$ cat src/rtl/spi_slave_pkg.sv
// Shared types for the SPI slave front-end: FSM states, command codes and
// the frame-header acceptance rule used when a frame completes.
package spi_slave_pkg;

    typedef enum logic [2:0] {
        IDLE      = 3'd0,
        CHK_CMD   = 3'd1,
        WRITE     = 3'd2,
        READ_ADD  = 3'd3,
        READ_DATA = 3'd4
    } state_t;

    localparam logic [1:0] CMD_WR_ADDR = 2'b00;
    localparam logic [1:0] CMD_WR_DATA = 2'b01;
    localparam logic [1:0] CMD_RD_ADDR = 2'b10;
    localparam logic [1:0] CMD_RD_DATA = 2'b11;

    // True when the received header is legal for the state that shifted it in.
    function automatic logic hdr_ok(input state_t st, input logic [1:0] cmd);
        logic ok;
        case (st)
            WRITE:     ok = (cmd == CMD_WR_ADDR) || (cmd == CMD_WR_DATA);
            READ_ADD:  ok = (cmd == CMD_RD_ADDR);
            READ_DATA: ok = (cmd == CMD_RD_DATA);
            default:   ok = 1'b0;
        endcase
        return ok;
    endfunction

endpackage

$ cat src/rtl/spi_slave_param_if.sv
// SPI pins plus the parallel RAM-side handshake of the SPI slave front-end.
interface spi_slave_param_if #(
    parameter int DATA_W = 8
) ();
    logic              SS_n;
    logic              MOSI;
    logic              MISO;
    logic [DATA_W+1:0] rx_data;
    logic              rx_valid;
    logic [DATA_W-1:0] tx_data;
    logic              tx_valid;
    logic              cmd_err;

    modport slave (
        input  SS_n, MOSI, tx_data, tx_valid,
        output MISO, rx_data, rx_valid, cmd_err
    );

    modport master (
        output SS_n, MOSI, tx_data, tx_valid,
        input  MISO, rx_data, rx_valid, cmd_err
    );
endinterface

$ cat src/rtl/spi_tx_serializer.sv
// MSB-first parallel-to-serial converter for the MISO path; MISO rests at
// MISO_IDLE whenever no read data is being shifted.
module spi_tx_serializer #(
    parameter int   DATA_W    = 8,
    parameter logic MISO_IDLE = 1'b0
) (
    input  logic              clk,
    input  logic              rst_n,
    input  logic              i_clear,
    input  logic              i_load,
    input  logic [DATA_W-1:0] i_data,
    output logic              o_miso,
    output logic              o_busy,
    output logic              o_done
);
    localparam int CW = $clog2(DATA_W + 1);

    logic [DATA_W-1:0] r_shift;
    logic [CW-1:0]     r_cnt;
    logic              r_busy;
    logic              r_done;
    logic              r_miso;

    // Load on capture, then emit one bit per clock; done stays set until cleared.
    always_ff @(posedge clk or negedge rst_n) begin
        if (!rst_n) begin
            r_shift <= '0;
            r_cnt   <= '0;
            r_busy  <= 1'b0;
            r_done  <= 1'b0;
            r_miso  <= MISO_IDLE;
        end else if (i_clear) begin
            r_shift <= '0;
            r_cnt   <= '0;
            r_busy  <= 1'b0;
            r_done  <= 1'b0;
            r_miso  <= MISO_IDLE;
        end else if (i_load) begin
            r_shift <= i_data;
            r_cnt   <= CW'(DATA_W);
            r_busy  <= 1'b1;
            r_done  <= 1'b0;
            r_miso  <= MISO_IDLE;
        end else if (r_busy) begin
            r_miso  <= r_shift[DATA_W-1];
            r_shift <= r_shift << 1;
            r_cnt   <= r_cnt - CW'(1);
            if (r_cnt == CW'(1)) begin
                r_busy <= 1'b0;
                r_done <= 1'b1;
            end
        end else begin
            r_miso <= MISO_IDLE;
        end
    end

    assign o_miso = r_miso;
    assign o_busy = r_busy;
    assign o_done = r_done;

endmodule

$ cat src/rtl/spi_slave_param.sv
// SPI slave front-end: deserialises {cmd, payload} frames for the RAM, checks
// the read command sequence, and returns RAM read data on MISO.
module spi_slave_param
    import spi_slave_pkg::*;
#(
    parameter int   DATA_W     = 8,
    parameter int   TX_TIMEOUT = 15,
    parameter logic MISO_IDLE  = 1'b0
) (
    input logic              clk,
    input logic              rst_n,
    spi_slave_param_if.slave bus
);
    localparam int W  = DATA_W + 2;
    localparam int CW = $clog2(W + 1);
    localparam int TW = (TX_TIMEOUT > 1) ? $clog2(TX_TIMEOUT) : 1;

    state_t        r_state;
    state_t        w_next_state;
    logic [W-2:0]  r_rx_shift;
    logic [CW-1:0] r_bit_cnt;
    logic          r_frame_done;
    logic          r_rd_addr_done;
    logic [W-1:0]  r_rx_data;
    logic          r_rx_valid;
    logic          r_cmd_err;
    logic          r_tx_wait;
    logic [TW-1:0] r_wait_cnt;

    logic          w_abort;
    logic          w_cmd_bit;
    logic          w_shift_en;
    logic          w_last;
    logic [W-1:0]  w_rx_word;
    logic          w_hdr_ok;
    logic          w_good;
    logic          w_bad;
    logic          w_wait;
    logic          w_tx_load;
    logic          w_timeout;
    logic          w_tx_busy;
    logic          w_tx_done;
    logic          w_miso;

    // Releasing SS_n anywhere outside IDLE abandons the frame; it also wins
    // over a final bit sampled on the same edge.
    assign w_abort    = (r_state != IDLE) && bus.SS_n;
    assign w_cmd_bit  = (r_state == CHK_CMD) && !bus.SS_n;
    assign w_shift_en = ((r_state == WRITE) || (r_state == READ_ADD) || (r_state == READ_DATA))
                        && !bus.SS_n && !r_frame_done;
    assign w_last     = w_shift_en && (r_bit_cnt == CW'(W - 1));
    assign w_rx_word  = {r_rx_shift, bus.MOSI};
    assign w_hdr_ok   = hdr_ok(r_state, w_rx_word[W-1 -: 2]);
    assign w_good     = w_last && w_hdr_ok;
    assign w_bad      = w_last && !w_hdr_ok;
    assign w_wait     = (r_state == READ_DATA) && r_tx_wait && !bus.SS_n && !w_tx_busy && !w_tx_done;
    assign w_tx_load  = w_wait && bus.tx_valid;
    assign w_timeout  = w_wait && !bus.tx_valid && (r_wait_cnt == TW'(TX_TIMEOUT - 1));

    // State register.
    always_ff @(posedge clk or negedge rst_n) begin
        if (!rst_n) begin
            r_state <= IDLE;
        end else begin
            r_state <= w_next_state;
        end
    end

    // Next-state decode; the first header bit chooses write or read path.
    always_comb begin
        w_next_state = r_state;
        case (r_state)
            IDLE: begin
                if (!bus.SS_n) begin
                    w_next_state = CHK_CMD;
                end else begin
                    w_next_state = IDLE;
                end
            end
            CHK_CMD: begin
                if (bus.SS_n) begin
                    w_next_state = IDLE;
                end else if (!bus.MOSI) begin
                    w_next_state = WRITE;
                end else if (r_rd_addr_done) begin
                    w_next_state = READ_DATA;
                end else begin
                    w_next_state = READ_ADD;
                end
            end
            WRITE, READ_ADD, READ_DATA: begin
                if (bus.SS_n) begin
                    w_next_state = IDLE;
                end else begin
                    w_next_state = r_state;
                end
            end
            default: w_next_state = IDLE;
        endcase
    end

    // Frame capture, strobes, read sequencing and tx_valid timeout.
    always_ff @(posedge clk or negedge rst_n) begin
        if (!rst_n) begin
            r_rx_shift     <= '0;
            r_bit_cnt      <= '0;
            r_frame_done   <= 1'b0;
            r_rd_addr_done <= 1'b0;
            r_rx_data      <= '0;
            r_rx_valid     <= 1'b0;
            r_cmd_err      <= 1'b0;
            r_tx_wait      <= 1'b0;
            r_wait_cnt     <= '0;
        end else if (w_abort) begin
            r_bit_cnt    <= '0;
            r_frame_done <= 1'b0;
            r_rx_valid   <= 1'b0;
            r_cmd_err    <= 1'b0;
            r_tx_wait    <= 1'b0;
            r_wait_cnt   <= '0;
        end else begin
            r_rx_valid <= w_good;
            r_cmd_err  <= w_bad || w_timeout;
            if (w_cmd_bit || w_shift_en) begin
                r_rx_shift <= {r_rx_shift[W-3:0], bus.MOSI};
                r_bit_cnt  <= r_bit_cnt + CW'(1);
            end
            if (w_last) begin
                r_frame_done <= 1'b1;
                r_rx_data    <= w_rx_word;
            end
            if (w_good && (r_state == READ_ADD)) begin
                r_rd_addr_done <= 1'b1;
            end
            if (w_good && (r_state == READ_DATA)) begin
                r_rd_addr_done <= 1'b0;
                r_tx_wait      <= 1'b1;
            end
            if (w_tx_load || w_timeout) begin
                r_tx_wait <= 1'b0;
            end else if (w_wait) begin
                r_wait_cnt <= r_wait_cnt + TW'(1);
            end
        end
    end

    spi_tx_serializer #(
        .DATA_W    (DATA_W),
        .MISO_IDLE (MISO_IDLE)
    ) u_tx_serializer (
        .clk     (clk),
        .rst_n   (rst_n),
        .i_clear (w_abort),
        .i_load  (w_tx_load),
        .i_data  (bus.tx_data),
        .o_miso  (w_miso),
        .o_busy  (w_tx_busy),
        .o_done  (w_tx_done)
    );

    assign bus.MISO     = w_miso;
    assign bus.rx_data  = r_rx_data;
    assign bus.rx_valid = r_rx_valid;
    assign bus.cmd_err  = r_cmd_err;

endmodule

$ cat src/flat_wrapper.sv
// flat-port wrapper written by rule: the top's interface ports become plain ports
module spi_slave_param_flat import spi_slave_pkg::*;
#(
    parameter int   DATA_W     = 8,
    parameter int   TX_TIMEOUT = 15,
    parameter logic MISO_IDLE  = 1'b0
)
  (clk, rst_n, bus_SS_n, bus_MOSI, bus_tx_data, bus_tx_valid, bus_MISO, bus_rx_data, bus_rx_valid, bus_cmd_err);
  spi_slave_param_if #(.DATA_W(DATA_W)) bus_i ();
  input logic clk;
  input logic rst_n;
  input wire logic [$bits(bus_i.SS_n)-1:0] bus_SS_n;
  input wire logic [$bits(bus_i.MOSI)-1:0] bus_MOSI;
  input wire logic [$bits(bus_i.tx_data)-1:0] bus_tx_data;
  input wire logic [$bits(bus_i.tx_valid)-1:0] bus_tx_valid;
  output wire logic [$bits(bus_i.MISO)-1:0] bus_MISO;
  output wire logic [$bits(bus_i.rx_data)-1:0] bus_rx_data;
  output wire logic [$bits(bus_i.rx_valid)-1:0] bus_rx_valid;
  output wire logic [$bits(bus_i.cmd_err)-1:0] bus_cmd_err;
  assign bus_i.SS_n = bus_SS_n;
  assign bus_i.MOSI = bus_MOSI;
  assign bus_i.tx_data = bus_tx_data;
  assign bus_i.tx_valid = bus_tx_valid;
  assign bus_MISO = bus_i.MISO;
  assign bus_rx_data = bus_i.rx_data;
  assign bus_rx_valid = bus_i.rx_valid;
  assign bus_cmd_err = bus_i.cmd_err;
  spi_slave_param #(.DATA_W(DATA_W), .TX_TIMEOUT(TX_TIMEOUT), .MISO_IDLE(MISO_IDLE)) u_core (.clk(clk), .rst_n(rst_n), .bus(bus_i));
endmodule
$ cat config.mk
export PLATFORM = sky130hd
export DESIGN_NAME = spi_slave_param_flat
export DESIGN_NICKNAME = d
export VERILOG_FILES = /design/src/rtl/spi_slave_pkg.sv /design/src/rtl/spi_slave_param_if.sv /design/src/rtl/spi_tx_serializer.sv /design/src/rtl/spi_slave_param.sv /design/src/flat_wrapper.sv
export SDC_FILE = /design/constraint.sdc
export NUM_CORES = 1
export LEC_CHECK = 0
export ABC_AREA = 1
export CAP_MARGIN = 5
export CORE_MARGIN = 4
export CORE_UTILIZATION = 45
export CTS_BUF_LIST = sky130_fd_sc_hd__clkbuf_16
export CTS_CLUSTER_DIAMETER = 50
export DETAILED_ROUTE_END_ITERATION = 6
export PLACE_DENSITY = 0.66
export SLEW_MARGIN = 20
export SYNTH_ARGS = -nofsm -noshare
export SYNTH_HDL_FRONTEND = slang
export SYNTH_SLANG_ARGS = --single-unit
$ cat constraint.sdc
create_clock -name clk -period 2 [get_ports clk]
set_input_delay 0.2 -clock clk [delete_from_list [all_inputs] [get_ports clk]]
set_output_delay 0.2 -clock clk [all_outputs]
set_load 0.1 [all_outputs]
==> metrics.txt <==
number of H-tree levels 2; compound-cell area share of the yosys netlist approximately 8.9%; number of sinks driven by the clock tree 50; utilization of the core after routing 56.0%; number of antenna violations at the first check in global routing 0; maximum number of pins on one net before global-route repair about 50; placed wire-length estimate ~3.1 mm; setup repair bufs after CTS 0; fraction of the mapped netlist area in simple logic gates 26.0%; count of non-filler cells in the finished layout around 390; overall routing resource usage between 10% and 20%; NumNets Final 336; XOR/XNOR Fraction of Synth Area under 10%; hold crit path type input pin to asynchronous set/reset pin; DRC violations left 0; unrepaired setup endpoints after global routing no; sum of negative setup slack 0 ns; post-synthesis instance area 0.00235 sq mm; Synth top area share between 50% and 60%; fraction of final layout cells sized beyond drive strength 1 roughly a tenth; dominant cell type by area after synthesis sky130_fd_sc_hd__dfrtp_1; mux share of post-synthesis cell area 0%; post-CTS resize count 0; first-pass GRT wire length 7.55 mm; Max Buffers Root-to-Sink 2; I/O pin count 26; Max IR drop VDD between 0.5 and 0.6 mV; area of all placed cells without fillers between 0.002 and 0.003 sq mm; number of buffers created by CTS 5; antenna diode count 0; count of yosys warnings during synthesis 0; max-slew violation total from the final report 0; sequential fraction of the synthesis area a little over half; final setup fails 0; endpoint kind of the worst setup timing path flop; max_cap viols 0; run status finished clean; cts hold-fix bufs 1; average cell area after synthesis between 8 and 9 sq um; die width around 80 microns; drt first-iter violations 58; leftover overflow at the end of global routing 0; Setup Skew between 0.004 and 0.005 ns; full die area between 0.006 and 0.007 sq mm; worst endpoint data arrival time between 1.5 and 2 ns; top fanout value on the critical path 10; critical path type flop to flop; final routed wirelength across all metal layers 4.27 mm; # rows 26; net count of the mapped netlist between 300 and 400; initial standard-cell utilization of the core 46.3%; vias in the first global route 1716; Worst Path Required 2.23 ns; area delta synth->final 21.0%; Tmin final 1.73 ns; Place WS 0.154 ns; largest family of logic cells by synthesized area simple AND/OR/NAND/NOR gates; clock-pin slew on the worst setup and hold paths approximately 0.060 ns; Core Region a little over 0.005 sq mm; number of vias per cell after detailed routing around 4.7; achievable frequency between 0.5 and 0.6 GHz; post-route clock period utilization a little under 90%; gate count of the mapped netlist around 280; flops & latches, synth 50; post-detailed-placement cell area 0.00270 sq mm; Setup WS post-layout around 0.27 ns; number of I/O port buffers 25; TritonCTS clock tree done; nature of the critical path startpoint flop; Vert. Die Dim 80.3 microns; Leakage Power approximately 1.5 nW; drt first pass iters 4; distinct cell type count of the synthesized netlist 25; average routed wire per standard cell approximately 11 microns; Synth Area in Adders approximately 3.2%; power density over cell area about 880 mW/mm^2; actual slew at the worst max-slew pin around 0.42 ns; most frequent standard cell in the layout excluding fill and tap cells sky130_fd_sc_hd__nand2_1; clock tree root buffer cell sky130_fd_sc_hd__clkbuf_16; total number of vias roughly 1.8k; antenna violation net count after detailed routing 0; clock insertion delay at the later pin of the skew report approximately 0.29 ns; cell count after placement between 300 and 400; synth top area cells sky130_fd_sc_hd__dfrtp_1 (53%), sky130_fd_sc_hd__nand2_1 (16%), sky130_fd_sc_hd__o21ai_0 (5.5%), sky130_fd_sc_hd__inv_1 (5.0%), sky130_fd_sc_hd__nand3_1 (4.7%); number of hold-slack violations in the final timing report 0; Slew HR a little under three quarters; leading cell types in the layout, fill and taps excluded sky130_fd_sc_hd__nand2_1 (101), sky130_fd_sc_hd__dfrtp_1 (50), sky130_fd_sc_hd__inv_1 (32); weighted congestion at the end of routability-driven global placement ~0.76; final-layout fill cell count approximately 470
[worst max-delay path: stages, from the launching register on]
cell and delay [ns]:
sky130_fd_sc_hd__dfrtp_1 0.42, sky130_fd_sc_hd__nor2_1 0.26, sky130_fd_sc_hd__nand2_1 0.10, sky130_fd_sc_hd__nand2_2 0.19
sky130_fd_sc_hd__inv_1 0.15, sky130_fd_sc_hd__o21ai_0 0.38, sky130_fd_sc_hd__nand2_1 0.09, sky130_fd_sc_hd__nand2_1 0.07
[cells by family after synthesis]
logic type | count (synthesis)
adder cells (fa/ha/maj) | 6
flip-flops | 50
buffers and inverters | 43
AND/OR/NAND/NOR | 143
AO/OA/AOI/OAI | 39
XOR/XNOR | 3
[through the flow]
stage | power [mW] | hold WS, ns
floorplan | 1.58 | -0.0956
global placement | 1.72 | 0.207
detailed placement | 1.74 | 0.210
CTS | 2.55 | 0.438
global route | 2.68 | 0.464
finish | 2.51 | 0.424
[per-layer routing]
metal  track usage, %  wire (microns)  vias up
li1                 -               -      969
met1             20.4            2190      837
met2             23.0            1860       17
met3             4.37             148        6
met4             6.08              71        0
met5                0               0        -
[worst paths after layout]
kind / slack, ns / end / cells after the start / from
min in group clk: 0.47 / u_core.u_tx_serializer.r_cnt[1]$_DFFE_PN0P_ / 2 / u_core.u_tx_serializer.r_cnt[1]$_DFFE_PN0P_
max in group asynchronous: 1.36 / u_core.bus.rx_data[6]$_DFFE_PN0P_ / 3 / rst_n
worst max-delay path: 0.27 / u_core.r_wait_cnt[3]$_DFFE_PN0P_ / 7 / u_core.r_state[1]$_DFFE_PN0P_
worst max register to register: 0.27 / u_core.r_wait_cnt[3]$_DFFE_PN0P_ / 7 / u_core.r_state[1]$_DFFE_PN0P_
worst min-delay path: 0.42 / u_core.u_tx_serializer.r_shift[6]$_DFFE_PN0P_ / 3 / rst_n
worst min register to register: 0.47 / u_core.u_tx_serializer.r_cnt[1]$_DFFE_PN0P_ / 2 / u_core.u_tx_serializer.r_cnt[1]$_DFFE_PN0P_
[sequential cells by signal, indices dropped and copies added (netlist names)]
register,flops
u_core.u_tx_serializer.o_miso,1
u_core.r_frame_done,1
u_core.bus.rx_data,10
u_core.u_tx_serializer.r_shift,8
u_core.u_tx_serializer.r_cnt,4
u_core.r_bit_cnt,4
u_core.u_tx_serializer.o_busy,1
u_core.bus.rx_valid,1
u_core.bus.cmd_err,1
u_core.u_tx_serializer.o_done,1
u_core.r_wait_cnt,4
u_core.r_tx_wait,1
u_core.r_rd_addr_done,1
u_core.r_rx_shift,9
u_core.r_state,3
[report_power, final]
group / total, mW / switching, mW / internal [mW] / leakage, nW
logic: 0.518 / 0.365 / 0.154 / 0.724
registers: 1.20 / 0.0668 / 1.13 / 0.681
clock network: 0.794 / 0.342 / 0.452 / 0.0724
[cells in the mapped netlist]
cell type,number
sky130_fd_sc_hd__nand2_1,101
sky130_fd_sc_hd__nand3_4,1
sky130_fd_sc_hd__dfrtp_1,50
sky130_fd_sc_hd__clkbuf_1,3
sky130_fd_sc_hd__xnor2_1,1
sky130_fd_sc_hd__inv_1,31
sky130_fd_sc_hd__o22ai_1,1
sky130_fd_sc_hd__nand4_1,7
sky130_fd_sc_hd__nor3_1,1
sky130_fd_sc_hd__a21oi_4,1
sky130_fd_sc_hd__nand3_1,22
sky130_fd_sc_hd__nor3_4,1
sky130_fd_sc_hd__o21a_1,1
sky130_fd_sc_hd__buf_2,4
sky130_fd_sc_hd__o21ai_1,1
sky130_fd_sc_hd__inv_2,1
sky130_fd_sc_hd__o21ai_0,26
sky130_fd_sc_hd__clkinv_1,2
sky130_fd_sc_hd__clkbuf_2,1
sky130_fd_sc_hd__xor2_1,2
sky130_fd_sc_hd__a21oi_1,9
sky130_fd_sc_hd__nor2_1,9
sky130_fd_sc_hd__ha_1,6
sky130_fd_sc_hd__nand2_2,1
sky130_fd_sc_hd__buf_6,1
[final cells by class]
| class | count | area (sq um) | area share, % |
|---|---|---|---|
| Sequential cell | 50 | 1250 | 44.0 |
| Multi-Input combinational cell | 191 | 923 | 32.5 |
| Timing Repair Buffer | 35 | 315 | 11.1 |
| Inverter | 34 | 128 | 4.49 |
| Clock buffer | 5 | 125 | 4.40 |
| Tap cell | 70 | 87.6 | 3.08 |
| Clock inverter | 3 | 12.5 | 0.440 |
No activity file was read; power rests on OpenSTA's default activity.
